File: config.mk
export PLATFORM = sky130hd
export DESIGN_NAME = ram_arbiter_flat
export DESIGN_NICKNAME = d
export VERILOG_FILES = /design/src/rtl/ram_arb_pkg.sv /design/src/rtl/ram_arbiter_if.sv /design/src/rtl/ram_arbiter_rr_pick2.sv /design/src/rtl/ram_arbiter.sv /design/src/flat_wrapper.sv
export SDC_FILE = /design/constraint.sdc
export NUM_CORES = 1
export LEC_CHECK = 0
export BUFFER_PORTS_ARGS = -buffer_cell sky130_fd_sc_hd__buf_2
export CAP_MARGIN = 40
export CORE_MARGIN = 4
export CORE_UTILIZATION = 40
export DETAILED_ROUTE_END_ITERATION = 12
export HOLD_SLACK_MARGIN = 0.1
export PLACE_DENSITY_LB_ADDON = 0.15
export SYNTH_ARGS = -nofsm -noshare
export SYNTH_HDL_FRONTEND = slang
export SYNTH_SLANG_ARGS = --single-unit
File: constraint.sdc
create_clock -name clk -period 3.5 [get_ports clk]
set_clock_uncertainty 0.15 [all_clocks]
set_input_delay 0.35 -clock clk [delete_from_list [all_inputs] [get_ports clk]]
set_output_delay 0.35 -clock clk [all_outputs]
set_load 0.005 [all_outputs]
File: src/rtl/ram_arb_pkg.sv
// Shared types and constants for the two-port RAM arbiter.
//   state_t    : arbiter FSM states
//   PORT_A/B   : requester ids (A = instruction fetch, B = data)
//   PRIO_RR/FIXED : arbitration mode selectors
package ram_arb_pkg;

    typedef enum logic [1:0] {
        IDLE   = 2'd0,
        ACCESS = 2'd1,
        DONE   = 2'd2
    } state_t;

    localparam logic PORT_A = 1'b0;
    localparam logic PORT_B = 1'b1;

    localparam int unsigned PRIO_RR    = 0;
    localparam int unsigned PRIO_FIXED = 1;

    localparam int unsigned AW_DEF = 16;
    localparam int unsigned DW_DEF = 16;

endpackage

File: src/rtl/ram_arbiter_if.sv
// Bundle of requester handshakes (ports A and B) and the RAM control bus.
//   slave  : arbiter side (consumes requests, drives acks and RAM controls)
//   master : requester/RAM side
interface ram_arbiter_if #(
    parameter int unsigned AW = 16,
    parameter int unsigned DW = 16
);
    logic          a_req;
    logic          a_we;
    logic [AW-1:0] a_addr;
    logic [DW-1:0] a_wdata;
    logic          a_ack;
    logic [DW-1:0] a_rdata;

    logic          b_req;
    logic          b_we;
    logic [AW-1:0] b_addr;
    logic [DW-1:0] b_wdata;
    logic          b_ack;
    logic [DW-1:0] b_rdata;

    logic          ram_wen;
    logic [AW-1:0] ram_addr;
    logic [DW-1:0] ram_din;
    logic [DW-1:0] ram_dout;

    logic          busy;

    modport slave (
        input  a_req, a_we, a_addr, a_wdata,
        input  b_req, b_we, b_addr, b_wdata,
        input  ram_dout,
        output a_ack, a_rdata, b_ack, b_rdata,
        output ram_wen, ram_addr, ram_din, busy
    );

    modport master (
        output a_req, a_we, a_addr, a_wdata,
        output b_req, b_we, b_addr, b_wdata,
        output ram_dout,
        input  a_ack, a_rdata, b_ack, b_rdata,
        input  ram_wen, ram_addr, ram_din, busy
    );
endinterface

File: src/rtl/ram_arbiter_rr_pick2.sv
// Combinational two-way grant picker.
//   req[1:0]  : requests (bit 0 = port A, bit 1 = port B)
//   last      : port granted most recently
//   mode      : 0 = round-robin, 1 = fixed priority (A wins)
//   excl[1:0] : requests to ignore this cycle
//   gnt_valid : some eligible request exists
//   gnt_id    : winning port id
module rr_pick2
    import ram_arb_pkg::*;
(
    input  logic [1:0] req,
    input  logic       last,
    input  logic       mode,
    input  logic [1:0] excl,
    output logic       gnt_valid,
    output logic       gnt_id
);

    logic [1:0] elig;

    // On a tie, fixed mode favours A; round-robin favours the port not served last.
    always_comb begin
        elig      = req & ~excl;
        gnt_valid = |elig;
        gnt_id    = PORT_A;
        if (&elig) begin
            gnt_id = mode ? PORT_A : ~last;
        end else if (elig[1]) begin
            gnt_id = PORT_B;
        end
    end

endmodule

File: src/rtl/ram_arbiter.sv
// Arbitrates a single-port RAM between port A (fetch) and port B (data).
//   clk, rst_n : clock, asynchronous active-low reset
//   bus        : requester handshakes, RAM controls and busy flag
// Every access takes IDLE/DONE -> ACCESS -> DONE; DONE can grant the other port
// directly so alternating traffic runs at one access per two cycles.
module ram_arbiter
    import ram_arb_pkg::*;
#(
    parameter int unsigned AW        = AW_DEF,
    parameter int unsigned DW        = DW_DEF,
    parameter int unsigned PRIO_MODE = PRIO_RR
) (
    input  logic          clk,
    input  logic          rst_n,
    ram_arbiter_if.slave  bus
);

    state_t        state_q, state_d;
    logic          sel_q, sel_d;
    logic          last_q, last_d;
    logic          wen_q, wen_d;
    logic [AW-1:0] addr_q, addr_d;
    logic [DW-1:0] din_q, din_d;
    logic          a_ack_q, a_ack_d;
    logic          b_ack_q, b_ack_d;
    logic [DW-1:0] a_rdata_q, a_rdata_d;
    logic [DW-1:0] b_rdata_q, b_rdata_d;
    logic          busy_q, busy_d;

    logic [1:0]    pick_excl;
    logic          gnt_valid;
    logic          gnt_id;

    // In DONE the just-served port still holds req for one cycle; mask it.
    assign pick_excl = (state_q == DONE) ? ((sel_q == PORT_B) ? 2'b10 : 2'b01) : 2'b00;

    rr_pick2 u_pick (
        .req       ({bus.b_req, bus.a_req}),
        .last      (last_q),
        .mode      (PRIO_MODE == PRIO_FIXED),
        .excl      (pick_excl),
        .gnt_valid (gnt_valid),
        .gnt_id    (gnt_id)
    );

    // Next-state and next-output logic.
    always_comb begin
        state_d   = state_q;
        sel_d     = sel_q;
        last_d    = last_q;
        wen_d     = 1'b0;
        addr_d    = addr_q;
        din_d     = din_q;
        a_ack_d   = 1'b0;
        b_ack_d   = 1'b0;
        a_rdata_d = a_rdata_q;
        b_rdata_d = b_rdata_q;

        case (state_q)
            IDLE, DONE: begin
                state_d = IDLE;
                if (gnt_valid) begin
                    state_d = ACCESS;
                    sel_d   = gnt_id;
                    last_d  = gnt_id;
                    if (gnt_id == PORT_A) begin
                        wen_d  = bus.a_we;
                        addr_d = bus.a_addr;
                        din_d  = bus.a_wdata;
                    end else begin
                        wen_d  = bus.b_we;
                        addr_d = bus.b_addr;
                        din_d  = bus.b_wdata;
                    end
                end
            end
            ACCESS: begin
                state_d = DONE;
                if (sel_q == PORT_A) begin
                    a_ack_d = 1'b1;
                    if (!wen_q) a_rdata_d = bus.ram_dout;
                end else begin
                    b_ack_d = 1'b1;
                    if (!wen_q) b_rdata_d = bus.ram_dout;
                end
            end
            default: state_d = IDLE;
        endcase

        busy_d = (state_d != IDLE);
    end

    // State and output registers; last grant resets to B so A wins the first tie.
    always_ff @(posedge clk or negedge rst_n) begin
        if (!rst_n) begin
            state_q   <= IDLE;
            sel_q     <= PORT_A;
            last_q    <= PORT_B;
            wen_q     <= 1'b0;
            addr_q    <= '0;
            din_q     <= '0;
            a_ack_q   <= 1'b0;
            b_ack_q   <= 1'b0;
            a_rdata_q <= '0;
            b_rdata_q <= '0;
            busy_q    <= 1'b0;
        end else begin
            state_q   <= state_d;
            sel_q     <= sel_d;
            last_q    <= last_d;
            wen_q     <= wen_d;
            addr_q    <= addr_d;
            din_q     <= din_d;
            a_ack_q   <= a_ack_d;
            b_ack_q   <= b_ack_d;
            a_rdata_q <= a_rdata_d;
            b_rdata_q <= b_rdata_d;
            busy_q    <= busy_d;
        end
    end

    assign bus.ram_wen  = wen_q;
    assign bus.ram_addr = addr_q;
    assign bus.ram_din  = din_q;
    assign bus.a_ack    = a_ack_q;
    assign bus.b_ack    = b_ack_q;
    assign bus.a_rdata  = a_rdata_q;
    assign bus.b_rdata  = b_rdata_q;
    assign bus.busy     = busy_q;

endmodule
File: src/flat_wrapper.sv
// flat-port wrapper written by rule: the top's interface ports become plain ports
module ram_arbiter_flat import ram_arb_pkg::*;
#(
    parameter int unsigned AW        = AW_DEF,
    parameter int unsigned DW        = DW_DEF,
    parameter int unsigned PRIO_MODE = PRIO_RR
)
  (clk, rst_n, bus_a_req, bus_a_we, bus_a_addr, bus_a_wdata, bus_b_req, bus_b_we, bus_b_addr, bus_b_wdata, bus_ram_dout, bus_a_ack, bus_a_rdata, bus_b_ack, bus_b_rdata, bus_ram_wen, bus_ram_addr, bus_ram_din, bus_busy);
  ram_arbiter_if #(.AW(AW), .DW(DW)) bus_i ();
  input  logic clk;
  input  logic rst_n;
  input wire logic [$bits(bus_i.a_req)-1:0] bus_a_req;
  input wire logic [$bits(bus_i.a_we)-1:0] bus_a_we;
  input wire logic [$bits(bus_i.a_addr)-1:0] bus_a_addr;
  input wire logic [$bits(bus_i.a_wdata)-1:0] bus_a_wdata;
  input wire logic [$bits(bus_i.b_req)-1:0] bus_b_req;
  input wire logic [$bits(bus_i.b_we)-1:0] bus_b_we;
  input wire logic [$bits(bus_i.b_addr)-1:0] bus_b_addr;
  input wire logic [$bits(bus_i.b_wdata)-1:0] bus_b_wdata;
  input wire logic [$bits(bus_i.ram_dout)-1:0] bus_ram_dout;
  output wire logic [$bits(bus_i.a_ack)-1:0] bus_a_ack;
  output wire logic [$bits(bus_i.a_rdata)-1:0] bus_a_rdata;
  output wire logic [$bits(bus_i.b_ack)-1:0] bus_b_ack;
  output wire logic [$bits(bus_i.b_rdata)-1:0] bus_b_rdata;
  output wire logic [$bits(bus_i.ram_wen)-1:0] bus_ram_wen;
  output wire logic [$bits(bus_i.ram_addr)-1:0] bus_ram_addr;
  output wire logic [$bits(bus_i.ram_din)-1:0] bus_ram_din;
  output wire logic [$bits(bus_i.busy)-1:0] bus_busy;
  assign bus_i.a_req = bus_a_req;
  assign bus_i.a_we = bus_a_we;
  assign bus_i.a_addr = bus_a_addr;
  assign bus_i.a_wdata = bus_a_wdata;
  assign bus_i.b_req = bus_b_req;
  assign bus_i.b_we = bus_b_we;
  assign bus_i.b_addr = bus_b_addr;
  assign bus_i.b_wdata = bus_b_wdata;
  assign bus_i.ram_dout = bus_ram_dout;
  assign bus_a_ack = bus_i.a_ack;
  assign bus_a_rdata = bus_i.a_rdata;
  assign bus_b_ack = bus_i.b_ack;
  assign bus_b_rdata = bus_i.b_rdata;
  assign bus_ram_wen = bus_i.ram_wen;
  assign bus_ram_addr = bus_i.ram_addr;
  assign bus_ram_din = bus_i.ram_din;
  assign bus_busy = bus_i.busy;
  ram_arbiter #(.AW(AW), .DW(DW), .PRIO_MODE(PRIO_MODE)) u_core (.clk(clk), .rst_n(rst_n), .bus(bus_i));
endmodule
==> impl_metrics.ini <==
[floorplanning]
die_w_um = 96.20
row_count = 31
die_y_um = 96.20
floorplan.core_area_mm2 = 0.007408
die_area_mm2 = 0.009254
ioPinCount = 154
start_util_pct = 42.00

[power]
power.density_mw_per_mm2 = 830.7
worst_ir_drop_vdd_mv = 0.3831
total_power_mw = 3.641
p_leak_nw = 2.118

[timing]
drv_slew = 0
timing.hold.ws_ps = 120.3
period_share_pct = 59.53
rsz0062_at_grt = false
relSlewSlack_pct = 67.51
fmax_mhz = 479.9
finalSetupViolations = 0
hold_viol = 0
tightestPinTransition_ps = 487.3
worst_slack_ps = 1416
fin_crit_ps = 2084
tns_ps = 0

[placement]
dpl.hpwl_um = 5324
gp_congestion = 0.6908
pre_cts_slack_ps = 1409
place_area_mm2 = 0.004011
port_buffers = 153
dpl.cell_count = 448

[yosys]
syn_nets = 283
synthesis.area_mm2 = 0.003112
synthCells = 197
synth_area_per_cell_um2 = 15.80
ys_seq_area_share_pct = 57.94
synth-seq-cells = 72
yosysWarnings = 0
ys_types = 18

[drt]
avgViaCountPerCell = 4.646
vias = 2230
dr.pass1.iters = 3
first_iter_violations = 33
wl_per_cell_um = 15.05
drt.antenna.violating_nets = 0
wl_um = 7226
drc = 0

[clocking]
cts_buffer_depth = 2
clk_latency_ps = 330
cts_buffers = 9
cts-htree-levels = 3
post_cts_buffers = 0
cts_tree = yes
clkSinkCount = 72
clkTransAtPathRegs_ps = 70
cts.repair.resized = 0
root_buffer = clkbuf_8
cts_hold_buf = 16

[setup_path]
worstSetupPathType = register to register
path_max_fanout = 20
cp.arrival_ps = 2150
worstSetupStartpointType = register
crit_required_ps = 3560
endpoint_kind = register

[layout]
fin_area_mm2 = 0.004383
fin_util_pct = 59.16
final_common_cell = buf_2
diodes = 0
fin_nets = 462
layout-drive-gt1-share_pct = 71.39
stdcell_count = 480
syn_to_final_growth_pct = 40.85
final_cell_mix = buf_2 (153), mux2_2 (90), dfrtp_1 (71)

[global_route]
antenna_found_initial = 0
grt_start_max_net_pins = 39
grt_pass1_vias = 2366
grt_remaining_overflow = 0
track_usage_pct = 15.91
grt_pass1_wl_um = 11140

[hold_path]
hold_class = input pin to register

[outcome]
run_status = finished clean

[run]
max-cap-violations = 0
[critical path: stages (launching register included)]
cell and delay, ps:
dfstp_2 520, inv_1 70, o311ai_4 290, buf_4 310, mux2_2 370, mux2_2 260
[routing by layer]
layer | vias up | global-route usage (%) | part of all wire [%]
li1 | 1065 | - | -
met1 | 1051 | 19.70 | 40
met2 | 100 | 25.82 | 48
met3 | 14 | 4.222 | 10
met4 | 0 | 7.464 | 1.9
met5 | - | 0 | 0
[logic make-up after synthesis]
family,synth area share [%]
AOI/OAI and AO/OA,2.373
buffers and inverters,2.493
DFF,57.94
muxes,35.06
and+or+nand+nor,2.131
[cells in the mapped netlist]
library cell	n	area, um^2
a21oi_2	1	8.760
a311oi_4	1	26.28
buf_2	5	25.02
buf_6	3	33.78
clkbuf_1	1	3.750
dfrtp_1	71	1777
dfstp_2	1	26.28
inv_1	4	15.01
mux2_1	6	67.56
mux2_2	90	1013
mux2i_1	1	10.01
nand2b_1	3	18.77
nand3b_1	1	7.510
nor2_1	2	7.510
nor2b_1	2	12.51
nor3_2	2	20.02
o22ai_1	2	12.51
o311ai_4	1	26.28
[state kept, by name, indices dropped and copies added (netlist names), 2 cells and up]
signal,cells
u_core.bus.a_rdata,16
u_core.bus.b_rdata,16
u_core.bus.ram_din,16
u_core.bus.ram_addr,16
u_core.state_q,2
[power by group]
part	total (mW)	internal, mW	switching, mW	leakage, nW
registers	1.48	1.26	0.216	0.851
clock network	0.693	0.399	0.294	0.110
logic	1.47	0.879	0.589	1.16
[path summary, 6_finish.rpt]
path	from	endpoint	slack, ps	cells after the start
setup / recovery	u_core.last_q	u_core.bus.ram_addr[5]	1420	5
hold reg to reg	u_core.bus.ram_addr[1]	u_core.bus.ram_addr[1]	340	1
hold / removal	bus_ram_dout[1]	u_core.bus.a_rdata[1]	120	2
setup reg to reg	u_core.last_q	u_core.bus.ram_addr[5]	1420	5
max in group asynchronous	rst_n	u_core.bus.ram_addr[5]	2210	4
min in group asynchronous	rst_n	u_core.bus.ram_din[10]	440	3
[cell type report]
cell class / count / area (um^2)
Fill cell: 615 / 3025
Sequential cell: 72 / 1803
Multi-Input combinational cell: 112 / 1231
Timing Repair Buffer: 177 / 998.5
Clock buffer: 10 / 127.6
Tap cell: 99 / 123.9
Clock inverter: 6 / 83.83
Inverter: 4 / 15.01
(Power assumes the default switching activity.)
